==> src/rtl/laser_echo_target.sv <==
// laser_echo_target: responder end of the L/S laser pulse interface.
// Watches the meter's laser pulse L and returns an echo pulse S after a
// round trip of 2*dist cycles, standing in for optics plus sensor.
// Optional feature macro: LASERECHO_DROP_EN (every DROP_EVERY-th accepted
// pulse runs its full delay but emits no echo).
module laser_echo_target #(
    parameter int W          = 16,
    parameter int ECHO_LEN   = 1,
    parameter int DROP_EVERY = 4
) (
    input  logic         clk,
    input  logic         reset,
    input  logic         L,
    input  logic [W-1:0] dist_in,
    input  logic         dist_ld,
    output logic         S,
    output logic         busy,
    output logic         err,
    output logic [7:0]   echo_cnt
);

    localparam int CW = W + 1;

    localparam logic [1:0] ST_IDLE  = 2'd0;
    localparam logic [1:0] ST_DELAY = 2'd1;
    localparam logic [1:0] ST_ECHO  = 2'd2;
    localparam logic [1:0] ST_HOLD  = 2'd3;

    localparam logic [CW-1:0] ECHO_LAST = CW'(ECHO_LEN - 1);

    // Reject configurations that cannot produce a sensible echo or drop pattern.
    if (ECHO_LEN < 1 || DROP_EVERY < 2) begin : g_bad_cfg
        $error("laser_echo_target: ECHO_LEN must be >= 1 and DROP_EVERY >= 2");
    end

    logic [1:0]    r_state;
    logic [CW-1:0] r_cnt;
    logic [W-1:0]  r_dist;
    logic          r_lq;
    logic          r_s;
    logic          r_err;
    logic [7:0]    r_echo_cnt;

    logic          w_rise;
    logic [W-1:0]  w_dist_eff;
    logic [CW-1:0] w_rt;
    logic          w_suppress;

    // A distance loaded in the same idle cycle as the rising edge applies to
    // that very measurement, so the round trip is built from dist_in then.
    assign w_rise     = L & ~r_lq;
    assign w_dist_eff = dist_ld ? dist_in : r_dist;
    assign w_rt       = {w_dist_eff, 1'b0};

`ifdef LASERECHO_DROP_EN
    logic [7:0] r_pulse_cnt;
    logic       r_drop;
    logic       w_drop_next;

    assign w_drop_next = ((32'(r_pulse_cnt) % DROP_EVERY) == (DROP_EVERY - 1));
    assign w_suppress  = r_drop;

    // Count accepted pulses and latch whether the one just accepted is a lost echo.
    always_ff @(posedge clk) begin
        if (reset) begin
            r_pulse_cnt <= 8'd0;
            r_drop      <= 1'b0;
        end else if (r_state == ST_IDLE && w_rise) begin
            r_pulse_cnt <= r_pulse_cnt + 8'd1;
            r_drop      <= w_drop_next;
        end
    end
`else
    assign w_suppress = 1'b0;
`endif

    // Main measurement FSM: idle, count the round trip, hold S, wait for L low.
    always_ff @(posedge clk) begin
        if (reset) begin
            r_state    <= ST_IDLE;
            r_cnt      <= '0;
            r_dist     <= '0;
            r_lq       <= 1'b0;
            r_s        <= 1'b0;
            r_err      <= 1'b0;
            r_echo_cnt <= 8'd0;
        end else begin
            r_lq <= L;
            if (w_rise && r_state != ST_IDLE) begin
                r_err <= 1'b1;
            end
            case (r_state)
                ST_IDLE: begin
                    if (dist_ld) begin
                        r_dist <= dist_in;
                    end
                    if (w_rise) begin
                        r_state <= ST_DELAY;
                        r_cnt   <= w_rt;
                    end
                end
                ST_DELAY: begin
                    if (r_cnt == '0) begin
                        r_state <= ST_ECHO;
                        r_s     <= ~w_suppress;
                        r_cnt   <= ECHO_LAST;
                        if (!w_suppress) begin
                            r_echo_cnt <= r_echo_cnt + 8'd1;
                        end
                    end else begin
                        r_cnt <= r_cnt - 1'b1;
                    end
                end
                ST_ECHO: begin
                    if (r_cnt == '0) begin
                        r_s     <= 1'b0;
                        r_state <= L ? ST_HOLD : ST_IDLE;
                    end else begin
                        r_cnt <= r_cnt - 1'b1;
                    end
                end
                ST_HOLD: begin
                    if (!L) begin
                        r_state <= ST_IDLE;
                    end
                end
                default: begin
                    r_state <= ST_IDLE;
                end
            endcase
        end
    end

    assign S        = r_s;
    assign busy     = (r_state != ST_IDLE);
    assign err      = r_err;
    assign echo_cnt = r_echo_cnt;

endmodule

==> config.mk <==
export PLATFORM = sky130hd
export DESIGN_NAME = laser_echo_target
export DESIGN_NICKNAME = d
export VERILOG_FILES = /design/src/rtl/laser_echo_target.sv
export SDC_FILE = /design/constraint.sdc
export NUM_CORES = 1
export LEC_CHECK = 0
export ABC_CLOCK_PERIOD_IN_PS = 2400
export CORE_ASPECT_RATIO = 0.9
export CORE_MARGIN = 2
export CORE_UTILIZATION = 58
export CTS_BUF_LIST = sky130_fd_sc_hd__clkbuf_4 sky130_fd_sc_hd__clkbuf_8
export CTS_CLUSTER_DIAMETER = 200
export DETAILED_ROUTE_END_ITERATION = 10
export PLACE_DENSITY = 0.83
export REMOVE_ABC_BUFFERS = 1
export SETUP_SLACK_MARGIN = 0.3
export SYNTH_ARGS = -nofsm -noshare
export SYNTH_HDL_FRONTEND = slang
export SYNTH_SLANG_ARGS = --single-unit
==> constraint.sdc <==
create_clock -name clk -period 2.4 [get_ports clk]
set_input_delay 0.48 -clock clk [delete_from_list [all_inputs] [get_ports clk]]
set_output_delay 0.48 -clock clk [all_outputs]
set_load 0.1 [all_outputs]
==> metrics <==
outcome finished, final reports clean; Initial Util about three fifths; Leak Pwr 1.233 nW; Worst Hold End S; Fmax achieved 494.6 MHz; Tcrit/Tclk final 84.24%; layout cells sized above 1 14.61%; Slew Limit Fails 0; RSZ-0062 raised after global routing true; number of synthesized register bits 46; proportion of synthesized chip area in sequential cells 36.13%; CTS root buf clkbuf_8; # diodes 0; IO buf count 30; largest net degree at the start of global routing 26; initial antenna violation count 0; Hold Startpoint S; most frequent cells in the layout dfxtp_1 (45), nand2_1 (41), a21oi_1 (39); core box area 0.004156 sq mm; WS Path Type reg -> reg; crit-path max FO 6; worst slew pin tran 0.6037 ns; deepest clock path buffer count 2; H-tree depth 2; clk_skew 0.006263 ns; Worst Hold Depth 2; TritonCTS Sinks 46; CP required around 2.6 ns; CTS tree done; Area growth, synth to finish 22.88%; synthesized netlist cell count 324; Startpoint Class flop; initial drt markers approximately 250; wire per inst between 15 and 20 um; ANT nets after route 0; CP Capture Type flop; post-synth cell types 50; All-Layer GR Usage 26.60%; final WL between 6000 and 7000 um; insertion delay to the later sink of the worst-skew pair 0.30 ns; Yosys top cell by area dfxtp_1; Vias/cell 5.998; Placed Area 0.002894 sq mm; Inserted Clock Buffers 5; min-delay worst type reg -> reg; final hold vios 0; die area 0.004942 sq mm; first-pass GRT wire length 10270 um; chip width 73.88 um; Top FF cell, synth dfxtp_1; chip height 66.89 um; synthesis warning total 0; Switching Fraction roughly 45%; FF-to-FF Start r_cnt[0]; Mapped Area between 0.002 and 0.003 sq mm; Clock Power Share a little under a fifth; Worst R2R Setup Slack 0.38 ns; nets approximately 380; PwrDens roughly 1300 mW/mm^2; clk slew on worst S/H paths ~0.090 ns; largest cells by area after synthesis dfxtp_1 (36%), a21oi_1 (7.7%), mux2i_1 (6.7%); Reg-to-Reg End r_cnt[16]; Final Wtd Congestion 0.9180; endpoints failing setup 0; min cycle time layout about 2 ns; drt first pass iters 4; maximum VDD drop 0.5844 mV; grt ovf 0; Net Switching 1.777 mW; Int Pwr 2.141 mW; setup TNS 0 ns; final hold slack 0.4490 ns; final instance area 0.003132 sq mm; DP HPWL between 4000 and 5000 um; syn avg cell area 7.866 sq um; post-synth top area share 36.13%; IO Count 31; Reg2Reg Depth 7; hold buffer count at cts 0; Gate power share a little over half; Post-synth EDFFs 0; WP data arrival approximately 2.2 ns; row cnt 22; sequential share of power 27.3%; vias in the first global route 2236; via count ~2500; # DRC 0; max-cap violations 0; async set or reset register ratio after synthesis 0%; Slew Limit Headroom 59.42%; most common cell after layout, fill and taps aside dfxtp_1
-- layer usage --
metal  track usage [%]  wire length [um]  up-vias
met3             4.539               366        5
met2             41.96              3044       90
met4             7.273                24        0
met1             37.22              2951     1175
li1                  -                 -     1225
met5                 0                 0        -
-- synth_stat cells, drive strengths merged, types with 7 or more instances --
cell and count:
dfxtp 46, nand2 41, a21oi 40, nor2 37
mux2i 17, inv 15, o21ai 13, clkbuf 12
a31oi 10, o32ai 9, or3 8, buf 7
ha 7
-- power groups by stage --
stage	Sequential [mW]	Combinational [mW]	Clock (mW)
global placement	1.07	1.89	0
finish	1.07	2.14	0.708
global route	1.09	2.33	0.752
floorplan	1.15	1.27	0
CTS	1.06	1.96	0.714
detailed placement	1.07	1.92	0
-- state kept, by name, summed over array words and instances (netlist names) --
register	cells
r_cnt	17
r_dist	16
echo_cnt	8
r_state	2
S	1
err	1
r_lq	1
-- per-stage QoR --
stage	cells	util, %	power (mW)	worst slack (ns)
final	416	75.35	3.918	0.3782
after global routing	416	75.35	4.171	0.2593
after CTS	413	73.57	3.735	0.3140
after detailed placement	405	69.63	2.993	0.2276
after global placement	405	69.63	2.960	0.2581
after floorplan	305	-	2.422	0.2652
-- cell families after synthesis --
group	count (synthesis)	share of synthesized area, %
compound gates	89	21.45
xor+xnor	5	1.718
fa+ha+maj	7	3.436
buf+inv	34	5.743
flops	46	36.13
mux	17	6.676
simple gates	126	24.84
-- worst max-delay path, stage by stage (launching register included) --
cell and delay, ns:
dfxtp_1 0.34, inv_1 0.10, ha_2 0.22, or3b_2 0.48, nor2_2 0.25, a41oi_1 0.17
o21ai_0 0.25, a21oi_1 0.10
-- timing repair --
item | 4_1_cts | 5_1_grt
endpoints found under the hold margin | 0 | 0
pin swaps | 0 | 2
endpoints found under the setup margin | 6 | 19
buffers inserted | 0 | 2
gates cloned | 0 | 1
gates resized for setup | 3 | 11
-- final cells by class --
cell class              count  area, sq um
fillers                   307         1025
inverters                  15        56.30
clock inverters             2        60.06
well taps                  60        75.07
multi-input cells         245         1548
clock buffers               6        82.58
flip-flops and latches     46        922.1
repair buffers             42        387.9
-- how the worst max path moves through the flow --
stage,startpoint,endpoint,cells after the start
6_report,r_cnt[0],r_cnt[16],7
5_1_grt,r_state[0],r_cnt[10],8
4_1_cts,r_state[0],r_cnt[10],8
3_5_place_dp,L,r_cnt[16],6
3_3_place_gp,L,r_cnt[16],6
2_1_floorplan,r_state[1],r_cnt[1],6
Note: power is estimated with default switching activity, not from simulation.
